**src/rtl/divseq.sv**
```systemverilog
// divseq: sequential signed divider, one restoring step per cycle.
// Valid/ready on both sides; results are held until taken.
module divseq #(
  parameter int N = 8
) (
  input  logic         clk,
  input  logic         nreset,
  input  logic         in_valid,
  output logic         in_ready,
  input  logic [N-1:0] a,
  input  logic [N-1:0] b,
  output logic         out_valid,
  input  logic         out_ready,
  output logic [N-1:0] quot,
  output logic [N-1:0] rem,
  output logic         divzero
);

  localparam int CW = (N > 2) ? $clog2(N) : 1;

  typedef enum logic [1:0] {
    S_IDLE,
    S_CALC,
    S_FIX,
    S_DONE
  } state_t;

  state_t        r_state;
  logic [CW-1:0] r_cnt;
  logic [N-1:0]  r_prem;
  logic [N-1:0]  r_dvd;
  logic [N:0]    r_dvs;
  logic [N-1:0]  r_a;
  logic          r_sa;
  logic          r_sq;
  logic          r_dz;
  logic          r_in_ready;
  logic          r_out_valid;
  logic [N-1:0]  r_quot;
  logic [N-1:0]  r_rem;
  logic          r_divzero;

  // Remainder stays below |b| <= 2^(N-1), so N bits plus the
  // incoming dividend bit cover the shifted trial value.
  logic [N:0]    w_shift;
  logic          w_ge;

  assign w_shift = {r_prem, r_dvd[N-1]};
  assign w_ge    = (w_shift >= r_dvs);

  always_ff @(posedge clk or negedge nreset) begin
    if (!nreset) begin
      r_state     <= S_IDLE;
      r_cnt       <= '0;
      r_prem      <= '0;
      r_dvd       <= '0;
      r_dvs       <= '0;
      r_a         <= '0;
      r_sa        <= 1'b0;
      r_sq        <= 1'b0;
      r_dz        <= 1'b0;
      r_in_ready  <= 1'b1;
      r_out_valid <= 1'b0;
      r_quot      <= '0;
      r_rem       <= '0;
      r_divzero   <= 1'b0;
    end else begin
      unique case (r_state)
        S_IDLE: begin
          if (in_valid) begin
            r_dvd      <= a[N-1] ? N'(-a) : a;
            r_dvs      <= b[N-1] ? -{1'b1, b} : {1'b0, b};
            r_a        <= a;
            r_sa       <= a[N-1];
            r_sq       <= a[N-1] ^ b[N-1];
            r_dz       <= (b == '0);
            r_prem     <= '0;
            r_cnt      <= CW'(N - 1);
            r_in_ready <= 1'b0;
            r_state    <= S_CALC;
          end
        end
        S_CALC: begin
          r_prem <= w_ge ? N'(w_shift - r_dvs) : w_shift[N-1:0];
          r_dvd  <= {r_dvd[N-2:0], w_ge};
          if (r_cnt == '0) begin
            r_state <= S_FIX;
          end else begin
            r_cnt <= r_cnt - 1'b1;
          end
        end
        S_FIX: begin
          if (r_dz) begin
            r_quot <= '1;
            r_rem  <= r_a;
          end else begin
            r_quot <= r_sq ? -r_dvd : r_dvd;
            r_rem  <= r_sa ? -r_prem : r_prem;
          end
          r_divzero   <= r_dz;
          r_out_valid <= 1'b1;
          r_state     <= S_DONE;
        end
        S_DONE: begin
          if (out_ready) begin
            r_out_valid <= 1'b0;
            r_in_ready  <= 1'b1;
            r_state     <= S_IDLE;
          end
        end
        default: r_state <= S_IDLE;
      endcase
    end
  end

  assign in_ready  = r_in_ready;
  assign out_valid = r_out_valid;
  assign quot      = r_quot;
  assign rem       = r_rem;
  assign divzero   = r_divzero;

endmodule

```
**config.mk**
```make
export PLATFORM = sky130hd
export DESIGN_NAME = divseq
export DESIGN_NICKNAME = d
export VERILOG_FILES = /design/src/rtl/divseq.sv
export SDC_FILE = /design/constraint.sdc
export NUM_CORES = 1
export LEC_CHECK = 0
export BUFFER_PORTS_ARGS = -buffer_cell sky130_fd_sc_hd__buf_2
export CAP_MARGIN = 25
export CORE_ASPECT_RATIO = 0.8
export CORE_UTILIZATION = 30
export CTS_CLUSTER_SIZE = 24
export DETAILED_ROUTE_END_ITERATION = 6
export PLACE_DENSITY = 0.45
export RECOVER_POWER = 50
export SLEW_MARGIN = 25
export SYNTH_ARGS = -nofsm -noshare
export SYNTH_HDL_FRONTEND = slang
export SYNTH_SLANG_ARGS = --single-unit
export TNS_END_PERCENT = 100
```
**constraint.sdc**
```tcl
create_clock -name clk -period 2.05 [get_ports clk]
set_clock_uncertainty 0.05 [all_clocks]
set_input_delay 0.41 -clock clk [delete_from_list [all_inputs] [get_ports clk]]
set_output_delay 0.41 -clock clk [all_outputs]
set_load 0.005 [all_outputs]
```
* Word level (Yosys, flattened, before mapping) *
Cells that the tools add are included.

word-level totals
  bits in registers = 60
  bits in latches = 0
  memory bits (writable) = 0
  memory bits (read-only) = 0
  input port bits = 20
  word-level logic and storage cells = 64
  memories = 0

operators by class
  $add $sub $neg = 6
  multipliers = 0
  divide/modulo/power cells = 0
  order comparisons = 1
  eq/ne operators = 7
  shift-type cells = 0
  mux-type cells = 23
  bitwise logic cells = 1
  reductions and logical operators = 12

operators with widths
  kind                                                                 number
  8-bit two-way mux                                                    8
  8-bit one-hot mux with 2 select lines                                2
  8-bit negator                                                        3
  9-bit >= comparator                                                  1
  9-bit two-way mux                                                    1
  9-bit negator                                                        1
  3-bit AND reduction                                                  3
  8-bit zero test                                                      1
  2-bit inequality test (second input constant)                        4
  2-bit one-hot mux with 4 select lines                                1
  8-bit subtractor                                                     1
  2-bit two-way mux                                                    3
  3-bit two-way mux                                                    2
  3-bit one-hot mux with 2 select lines                                1
  2-bit AND reduction                                                  3
  2-bit nonzero test                                                   3
  2-bit == test (second input constant)                                2
  1-bit one-hot mux with 2 select lines                                2
  3-bit zero test                                                      1
  1-bit two-way mux                                                    3
  3-bit by 1-bit subtractor with 3-bit output (second input constant)  1
  2-bit by 1-bit == test with 1-bit output (second input constant)     1
  2-bit zero test                                                      1
  1-bit XOR                                                            1

* Longest topological paths before layout *
Gate-level depths: netlist of the first run.

  word-level depth = 4
  gate-level depth with buffers = 9

* Least setup slack after synthesis of the first run *
OpenSTA, ideal clock, no wires.

  path type = reg2reg
  start = register r_prem[5]
  end = register r_prem[1]
  data arrival time = 1.836 ns
  required time = 1.874 ns
  setup slack = 0.038 ns
  cell stages (with the launch flop) = 8
  clock period less this slack = 2.012 ns
  cells stage by stage = dfrtp_1 -> ha_1 -> a21o_1 -> a31o_2 -> o211ai_2 -> buf_2 -> a21oi_1 -> a311o_1

between the ends
  cells in the longest elaborated chain, start to end = 3

RTL lines
  what                                   RTL line  source
  start, declared                        30        logic [N-1:0] r_prem;
  start signal, assigned                 84        r_prem <= w_ge ? N'(w_shift - r_dvs) : w_shift[N-1:0];
  9-bit >= comparator                    49        assign w_ge = (w_shift >= r_dvs);
  8-bit two-way mux                      84
  8-bit one-hot mux with 2 select lines  68        unique case (r_state)

Every way passes these cells.
A chain may end at the register's enable or synchronous reset.

* Worst setup path after layout of the first run *
  start = register r_dvd[7]
  end = register r_prem[6]

between the ends
  cells in the longest elaborated chain, start to end = 3

RTL lines
  what                                                            RTL line  source
  start, declared                                                 31        logic [N-1:0] r_dvd;
  start signal, assigned                                          71        r_dvd <= a[N-1] ? N'(-a) : a;
  start signal, assigned                                          85        r_dvd <= {r_dvd[N-2:0], w_ge};
  8-bit subtractor / 9-bit >= comparator (equally long branches)  84, 49
  8-bit two-way mux (*)                                           84
  8-bit one-hot mux with 2 select lines (*)                       68

Mark *: on every way between the ends. The rest lies on a longest branch, timed or not.

==> impl_metrics.py, run 1 <==
metrics = {
    "power_and_ir_drop": {
        "netSwitchingPower_mw": 3.216,
        "power_switching_share": 0.3949,
        "p_int_mw": 4.928,
        "power.share.combinational": 0.545,
        "peakVddDrop_mv": 0.5279,
        "clkPwrFrac": 0.194,
        "powerDensity_nw_per_um2": 1738,
        "power_frac_seq": 0.261,
        "p_leak_nw": 2.075,
    },
    "timing": {
        "holdWs_ns": 0.2165,
        "min_period_ns": 1.997,
        "worst_pin_slew_ns": 1.091,
        "drv_slew": 0,
        "finalCritPeriodShare": 0.9741,
        "rsz0062_at_grt": "true",
        "hold_viol_final": 0,
        "final.setup.worst_slack_ns": 0.05314,
        "setup_viol": 0,
        "slew_headroom": 0.2726,
        "fmax_mhz": 500.8,
        "tns_ns": 0,
    },
    "worst_setup_path": {
        "cp-start-kind": "flop",
        "crit_start": "r_dvd[7]",
        "worst_path_max_delay_cell": "dfrtp_1",
        "crit_top_cell": "inv_2",
        "crit_chain": "inv_2 -> ha_4 -> inv_2 -> fa_2 -> a211oi_2 -> o21bai_1 -> a21oi_1 -> xor2_1 -> o31ai_1",
        "worst_ep_arrival_time_ns": 2.19,
        "endpoint_kind": "flop",
        "critPathKind": "flop to flop",
        "required_ns": 2.24,
        "worst-path-max-fanout": 3,
        "crit_path_max_incr_delay_ns": 0.40,
        "r2r-start": "r_dvd[7]",
    },
    "layout": {
        "multiInputGateArea_sq_um": 2113,
        "final_util": 0.4038,
        "diodes": 0,
        "design_area_sq_um": 4686,
        "syn2layout_area_growth_pct": 29.76,
        "fin_nets": 497,
        "seq_area_sq_um": 1481,
        "final_common_cell": "dfrtp_1",
        "drive_above_1_share": 0.2950,
        "fillCellCount": 1153,
        "final_cell_mix": "55 x dfrtp_1, 42 x nand2_1, 37 x buf_2",
    },
    "grt": {
        "grt_start_max_net_pins": 31,
        "grt_overflow": 0,
        "grt_antenna_before_repair": 0,
        "grt_pass1_vias": 2873,
        "grt_pass1_wl_um": 15060,
        "track_usage": 0.1566,
    },
    "job": {
        "maxCapViolations": 0,
    },
    "synth": {
        "ys_async_sr_fraction": 1.000,
        "synth_top_area_cell": "dfrtp_1",
        "syn-cell-area_sq_um": 3611,
        "syn_area_per_cell_sq_um": 9.212,
        "ys.flop_type": "dfrtp_1",
        "synth_edf_count": 0,
        "yosysTopAreaCellShare": 0.4019,
        "synthTopCellsByArea": "dfrtp_1 40%, ha_1 6.9%, o21ai_0 4.9%, mux2_2 4.4%, nand2_1 4.4%",
        "syn-num-nets": 433,
        "ys_types": 54,
        "ys_ff_latch": 59,
        "yosysSeqAreaShare": 0.4092,
        "synthCells": 392,
        "synth_warnings": 0,
    },
    "placed_design": {
        "place_ws_ns": -0.04841,
        "dpl_cell_area_sq_um": 4192,
        "detailed_place_hpwl_um": 6928,
        "portBuffers": 38,
        "gp_congestion": 0.8532,
    },
    "drt": {
        "drc_errors": 0,
        "via_per_inst": 4.803,
        "vias": 2925,
        "first_iter_violations": 180,
        "first_pass_iters": 4,
        "post_drt_wl_per_cell_um": 15.07,
        "ant_nets": 0,
        "wirelength_um": 9180,
    },
    "die": {
        "ios": 39,
        "die_h_um": 100.1,
        "dieArea_sq_um": 12480,
        "start_util": 0.3112,
        "core-area_sq_um": 11600,
        "fp-row-count": 35,
        "die_x_um": 124.7,
    },
    "clock_tree": {
        "clk_path_buf_depth": 2,
        "ctsHoldBuffers": 0,
        "htreeDepth": 3,
        "numCtsBuffers": 9,
        "clockRootBuffer": "clkbuf_16",
        "cts_sinks": 59,
        "cts_tree": "built",
        "clkLatencyLatePin_ns": 0.33,
        "clk_pin_slew_ns": 0.05,
    },
    "hold_path": {
        "holdCritPathClass": "input pin to async pin",
    },
    "outcome": {
        "status": "finished, final reports clean",
    },
}
stage by stage:
stage | power, mW | std cells
floorplan | 4.725 | 392
global placement | 6.056 | 591
detailed placement | 6.117 | 591
CTS | 7.892 | 607
global route | 8.800 | 609
finish | 8.144 | 609
cells by family after synthesis:
logic type	count (synthesis)	share of synthesized area
adders and majority gates	21	0.07484
buffers and inverters	50	0.05544
AOI/OAI and AO/OA	107	0.1899
and+or+nand+nor	108	0.1438
xor gates and xnor gates	24	0.05821
DFF	59	0.4092
muxes	23	0.06861
per-layer routing:
layer  vias up  track usage  wire length [um]
li1       1505            -                 -
met1      1362       0.2333              5083
met2        52       0.2189              3683
met3         6      0.04424               354
met4         0      0.04078                59
met5         -            0                 0
cell usage after synthesis, types with 2 or more instances:
| cell | n |
|---|---|
| dfrtp_1 | 58 |
| nand2_1 | 42 |
| o21ai_0 | 35 |
| inv_1 | 28 |
| nor2_1 | 27 |
| a21oi_1 | 25 |
| ha_1 | 20 |
| clkbuf_1 | 16 |
| mux2_2 | 14 |
| xnor2_1 | 13 |
| xor2_1 | 11 |
| mux2i_1 | 9 |
| o31ai_1 | 7 |
| nand2b_1 | 5 |
| nand4_1 | 5 |
| nor2b_1 | 5 |
| nor3_1 | 5 |
| o211ai_1 | 5 |
| buf_2 | 4 |
| o22ai_1 | 4 |
| o41ai_1 | 4 |
| a211oi_1 | 3 |
| a21o_1 | 3 |
| and2_1 | 3 |
| nand3_1 | 3 |
| o21a_1 | 3 |
| a211o_1 | 2 |
| a21boi_0 | 2 |
| a221oi_1 | 2 |
| a31o_2 | 2 |
| and3_1 | 2 |
| nor4b_1 | 2 |
| or3_1 | 2 |
final timing paths:
path | endpoint | slack [ns] | cells after the start
max | r_prem[6] | 0.05 | 9
min | r_prem[7] | 0.22 | 1
max in group asynchronous | r_prem[0] | 0.64 | 2
max reg2reg | r_prem[6] | 0.05 | 9
min in group clk | r_dvs[8] | 0.30 | 2
min reg2reg | r_dvs[5] | 0.43 | 2
critical path: cells and delay by family (launching register included):
family / cells / cell delay, ns
AO/OA/AOI/OAI: 4 / 0.76
XOR/XNOR: 1 / 0.09
adder cells (fa/ha/maj): 2 / 0.50
buffers and inverters: 2 / 0.11
flip-flops: 1 / 0.40
registers in the layout, summed over array words and instances, names as in the netlist:
register,flops
out_valid,1
in_ready,1
r_sq,1
r_dvs,9
r_cnt,3
r_state,2
quot,8
divzero,1
r_dvd,8
r_a,8
r_dz,1
r_prem,8
rem,8
power groups by stage:
stage / Sequential (mW) / Combinational, mW / Clock (mW)
2_1_floorplan: 2.03 / 2.70 / 0
3_3_place_gp: 2.09 / 3.97 / 0
3_5_place_dp: 2.11 / 4.01 / 0
4_1_cts: 2.10 / 4.18 / 1.62
5_1_grt: 2.20 / 4.93 / 1.67
6_report: 2.13 / 4.44 / 1.58
cell type report:
class	instances	area share
clock buffers	12	0.05688
clock inverters	4	0.01015
inverters	28	0.02243
multi-input cells	283	0.4510
flip-flops and latches	59	0.3162
well taps	148	0.03952
repair buffers	75	0.1039
timing repair:
item / CTS / global route
pin swaps: 0 / 11
resized for setup: 7 / 23
endpoints found under the setup margin: 8 / 10
buffers inserted: 0 / 2
Note: power is estimated with default switching activity, not from simulation.
==> run 2: changes to the inputs <==
- CTS_CLUSTER_SIZE: 24 -> 10
- PLACE_DENSITY: 0.45 -> 0.43
- clock period: 2.05 -> 2 ns (I/O delays scaled with it)
==> impl_metrics.py, run 2 (same netlist as run 1, synthesis figures left out) <==
metrics = {
    "drt": {
        "ant_nets": 0,
        "wirelength_um": 9219,
        "drc_errors": 0,
        "via_per_inst": 4.882,
        "post_drt_wl_per_cell_um": 14.94,
        "first_iter_violations": 152,
        "vias": 3012,
        "first_pass_iters": 5,
    },
    "clock_tree": {
        "clkLatencyLatePin_ns": 0.33,
        "clockRootBuffer": "clkbuf_16",
        "clk_path_buf_depth": 2,
        "ctsHoldBuffers": 0,
        "cts_tree": "built",
        "numCtsBuffers": 9,
        "clk_pin_slew_ns": 0.05,
        "cts_sinks": 59,
        "htreeDepth": 3,
    },
    "grt": {
        "grt_overflow": 0,
        "grt_antenna_before_repair": 0,
        "grt_pass1_vias": 3006,
        "grt_pass1_wl_um": 15610,
        "track_usage": 0.1596,
        "grt_start_max_net_pins": 60,
    },
    "layout": {
        "largest_reg_flops": 9,
        "syn2layout_area_growth_pct": 29.70,
        "largest_register": "r_dvs",
        "fin_nets": 505,
        "final_common_cell": "dfrtp_1",
        "fillCellCount": 1159,
        "drive_above_1_share": 0.3049,
        "seq_area_sq_um": 1481,
        "diodes": 0,
        "final_cell_mix": "55 x dfrtp_1, 42 x nand2_1, 40 x buf_4",
        "multiInputGateArea_sq_um": 2091,
        "final_util": 0.4036,
    },
    "timing": {
        "hold_viol_final": 0,
        "finalCritPeriodShare": 1.009,
        "min_period_ns": 2.018,
        "holdWs_ns": 0.3015,
        "drv_slew": 60,
        "final.setup.worst_slack_ns": -0.01838,
        "rsz0062_at_grt": "true",
        "tns_ns": -0.02874,
        "slew_headroom": -0.02870,
        "fmax_mhz": 495.4,
        "worst_pin_slew_ns": 1.543,
        "setup_viol": 2,
    },
    "placed_design": {
        "portBuffers": 38,
        "gp_congestion": 0.7839,
        "detailed_place_hpwl_um": 6788,
    },
    "worst_setup_path": {
        "worst_ep_arrival_time_ns": 2.20,
        "endpoint_kind": "flop",
        "worst-path-max-fanout": 2,
        "required_ns": 2.18,
        "crit_top_cell": "inv_2",
        "critPathKind": "flop to flop",
        "crit_chain": "inv_2 -> ha_4 -> inv_2 -> fa_2 -> a211oi_2 -> o21bai_1 -> a21oi_1 -> xor2_1 -> o31ai_1",
        "crit_path_max_incr_delay_ns": 0.39,
        "cp-start-kind": "flop",
        "worst_path_max_delay_cell": "fa_2",
    },
    "die": {
        "die_x_um": 124.7,
        "fp-row-count": 35,
        "core-area_sq_um": 11600,
        "ios": 39,
        "dieArea_sq_um": 12480,
        "start_util": 0.3112,
        "die_h_um": 100.1,
    },
    "power_and_ir_drop": {
        "p_leak_nw": 2.084,
        "powerDensity_nw_per_um2": 1765,
        "peakVddDrop_mv": 0.5017,
    },
    "outcome": {
        "violations": "max-capacitance violations, max-slew violations, negative setup slack",
        "status": "complete, but fails checks",
    },
    "hold_path": {
        "holdCritPathClass": "input pin to flop",
    },
    "job": {
        "maxCapViolations": 1,
    },
}
==> run 2: cell types whose count changed in the layout (fill, tap and decap cells not counted), moves of 2 or more <==
cell	previous run	this run
ha_1	11	13
clkbuf_1	2	4
buf_4	31	40
ha_4	9	7
==> run 2: what timing repair did <==
item,4_1_cts,5_1_grt
pin swaps,1,11
endpoints found under the setup margin,5,11
cloned,0,1
setup buffers,1,5
resized for setup,15,15
==> run 2: metal layers <==
metal,part of all wire,track usage
met1,0.53,0.2305
met2,0.42,0.2325
met3,0.034,0.03785
met4,0.011,0.05375
met5,0,0
==> run 2: area by class of cell <==
class | instances | share of cell area
clock buffer | 12 | 0.05477
clock inverter | 4 | 0.005343
inverter | 28 | 0.02244
multi-input combinational | 283 | 0.4464
sequential | 59 | 0.3163
tap | 148 | 0.03954
timing repair buffer | 83 | 0.1151
==> run 2: path summary, 6_finish.rpt <==
check / from / slack, ns / cells past startpoint / to
max in group asynchronous: nreset / 0.39 / 2 / r_prem[1]
setup / recovery: r_dvd[7] / -0.02 / 9 / r_prem[6]
setup reg to reg: r_dvd[7] / -0.02 / 9 / r_prem[6]
hold / removal: in_valid / 0.30 / 2 / r_dvs[8]
min in group asynchronous: nreset / 0.47 / 2 / rem[4]
hold reg to reg: r_a[1] / 0.43 / 2 / r_a[1]
==> run 2: critical path, delay by kind of cell, from the launching register on <==
kind	cells	cell delay [ns]
AO/OA/AOI/OAI	4	0.76
adder cells (fa/ha/maj)	2	0.52
flip-flops	1	0.38
buffers and inverters	2	0.12
XOR/XNOR	1	0.09
==> run 2: power by group <==
group          switching, mW  internal (mW)  total [mW]
Sequential             0.419           1.74        2.16
Clock                  0.552          0.901        1.45
Combinational           2.31           2.34        4.65
==> run 2: through the flow <==
stage | instances | area [sq um] | total power [mW] | setup WS [ns]
after floorplan | 392 | 3613 | 4.855 | 0.006077
after global placement | 594 | 4202 | 6.243 | -0.03865
after detailed placement | 594 | 4202 | 6.301 | -0.07845
after CTS | 611 | 4589 | 8.056 | -0.009866
after global routing | 617 | 4683 | 8.996 | -0.1321
final | 617 | 4683 | 8.264 | -0.01838
==> run 3: changes to the inputs <==
- BUFFER_PORTS_ARGS: -buffer_cell sky130_fd_sc_hd__buf_2 -> default
- DONT_BUFFER_PORTS: default -> 1
- PLACE_DENSITY: 0.43 -> 0.41
==> impl_metrics.py, run 3 (same netlist as run 1, synthesis figures left out) <==
metrics = {
    "outcome": {
        "status": "finished, final reports clean",
    },
    "worst_setup_path": {
        "endpoint_kind": "flop",
        "cp-start-kind": "flop",
        "worst-path-max-fanout": 7,
        "r2r_end": "r_prem[2]",
        "required_ns": 2.17,
        "crit_start": "r_prem[3]",
        "rrSetupSlack_ns": 0.05,
        "critPathKind": "flop to flop",
        "worst_ep_arrival_time_ns": 2.12,
        "r2r.worst_path.cells": 7,
        "crit_end": "r_prem[2]",
        "r2r-start": "r_prem[3]",
    },
    "drt": {
        "post_drt_wl_per_cell_um": 16.06,
        "wirelength_um": 9236,
        "via_per_inst": 4.863,
        "ant_nets": 0,
        "first_iter_violations": 149,
        "drc_errors": 0,
        "first_pass_iters": 4,
        "vias": 2796,
    },
    "grt": {
        "grt_overflow": 0,
        "grt_pass1_wl_um": 15250,
        "grt_start_max_net_pins": 60,
        "grt_antenna_before_repair": 0,
        "track_usage": 0.1594,
        "grt_pass1_vias": 2769,
    },
    "timing": {
        "rsz0062_at_grt": "true",
        "fmax_mhz": 512.0,
        "hold_viol_final": 0,
        "finalCritPeriodShare": 0.9766,
        "setup_viol": 0,
        "tns_ns": 0,
        "drv_slew": 0,
        "worst_pin_slew_ns": 0.8471,
        "slew_headroom": 0.4353,
        "min_period_ns": 1.953,
    },
    "die": {
        "die_h_um": 100.1,
        "die_x_um": 124.7,
        "core-area_sq_um": 11600,
        "fp-row-count": 35,
        "dieArea_sq_um": 12480,
        "start_util": 0.3112,
        "ios": 39,
    },
    "clock_tree": {
        "clockRootBuffer": "clkbuf_16",
        "clk_pin_slew_ns": 0.06,
        "clkLatencyLatePin_ns": 0.34,
        "numCtsBuffers": 9,
        "htreeDepth": 3,
        "clk_path_buf_depth": 2,
        "cts_sinks": 59,
        "cts_tree": "built",
    },
    "placed_design": {
        "place_inst": 554,
        "gp_congestion": 0.7584,
        "detailed_place_hpwl_um": 6759,
        "portBuffers": 0,
    },
    "layout": {
        "final_cell_mix": "56 x dfrtp_1, 42 x nand2_1, 36 x buf_4",
        "fin_nets": 463,
        "diodes": 0,
        "syn2layout_area_growth_pct": 26.06,
        "largest_register": "r_dvs",
        "largest_reg_flops": 9,
        "finalNonFillerCells": 575,
        "final_common_cell": "dfrtp_1",
        "drive_above_1_share": 0.2412,
    },
    "hold_path": {
        "holdCritPathClass": "input pin to flop",
        "whs_path_depth": 1,
    },
    "job": {
        "maxCapViolations": 0,
    },
    "power_and_ir_drop": {
        "p_leak_nw": 1.957,
        "peakVddDrop_mv": 0.5607,
        "powerDensity_nw_per_um2": 1849,
    },
}
[run 3: cell types whose count changed in the layout (fill, tap and decap cells not counted), moves of 3 or more]
cell       previous run  this run
buf_2                36         0
buf_4                40        36
clkbuf_1              4         0
bufinv_16             0         3
[run 3: worst max-delay path: stages, from the launching register on]
cell	delay, ns
dfrtp_1	0.42
ha_4	0.25
a21o_1	0.18
a31o_4	0.27
o211ai_4	0.27
buf_6	0.17
and3_1	0.15
o31ai_1	0.07
[run 3: metrics by stage]
| step | hold WS (ns) | util | instance area (sq um) | total power [mW] | worst slack (ns) |
|---|---|---|---|---|---|
| CTS | 0.08671 | 0.3842 | 4458 | 8.212 | 0.006056 |
| detailed placement | 0.05881 | 0.3422 | 3971 | 6.044 | -0.06715 |
| floorplan | 0.05441 | - | 3613 | 4.855 | 0.006077 |
| finish | 0.09386 | 0.3922 | 4552 | 8.416 | 0.04672 |
| global route | 0.09272 | 0.3922 | 4552 | 9.131 | -0.09578 |
| global placement | 0.05894 | 0.3422 | 3971 | 6.012 | -0.09004 |
[run 3: metal layers]
| metal | track usage | vias to the layer above | share of wire |
|---|---|---|---|
| met4 | 0.05839 | 0 | 0.014 |
| met3 | 0.04264 | 13 | 0.048 |
| met1 | 0.2383 | 1292 | 0.55 |
| met2 | 0.2159 | 61 | 0.39 |
| li1 | - | 1430 | - |
| met5 | 0 | - | 0 |
[run 3: repair_timing]
item	CTS	global route
hold buffers	2	0
pin swaps	0	17
setup buffers	0	3
endpoints found under the setup margin	9	13
resized for setup	15	19
hold endpoints to repair	59	0
[run 3: worst min path at each step]
stage	to	slack (ns)	from
2_1_floorplan	divzero	0.05	nreset
3_3_place_gp	rem[2]	0.06	nreset
3_5_place_dp	rem[2]	0.06	nreset
4_1_cts	r_dvs[8]	0.09	in_valid
5_1_grt	r_dvs[8]	0.09	in_valid
6_report	r_dvs[8]	0.09	in_valid
[run 3: area by class of cell]
type                       count  area [sq um]
clock buffer                   9         225.2
clock inverter                 7         123.9
fill                        1162          7053
inverter                      28         105.1
multi-input combinational    283          2111
sequential                    59          1480
tap                          148         185.2
timing repair buffer          41         321.6
[run 3: report_power, final]
group          total (mW)  switching (mW)  internal (mW)
clock network        1.85           0.626           1.23
registers            2.23           0.489           1.74
logic                4.33            2.19           2.14
total                8.42            3.31           5.11
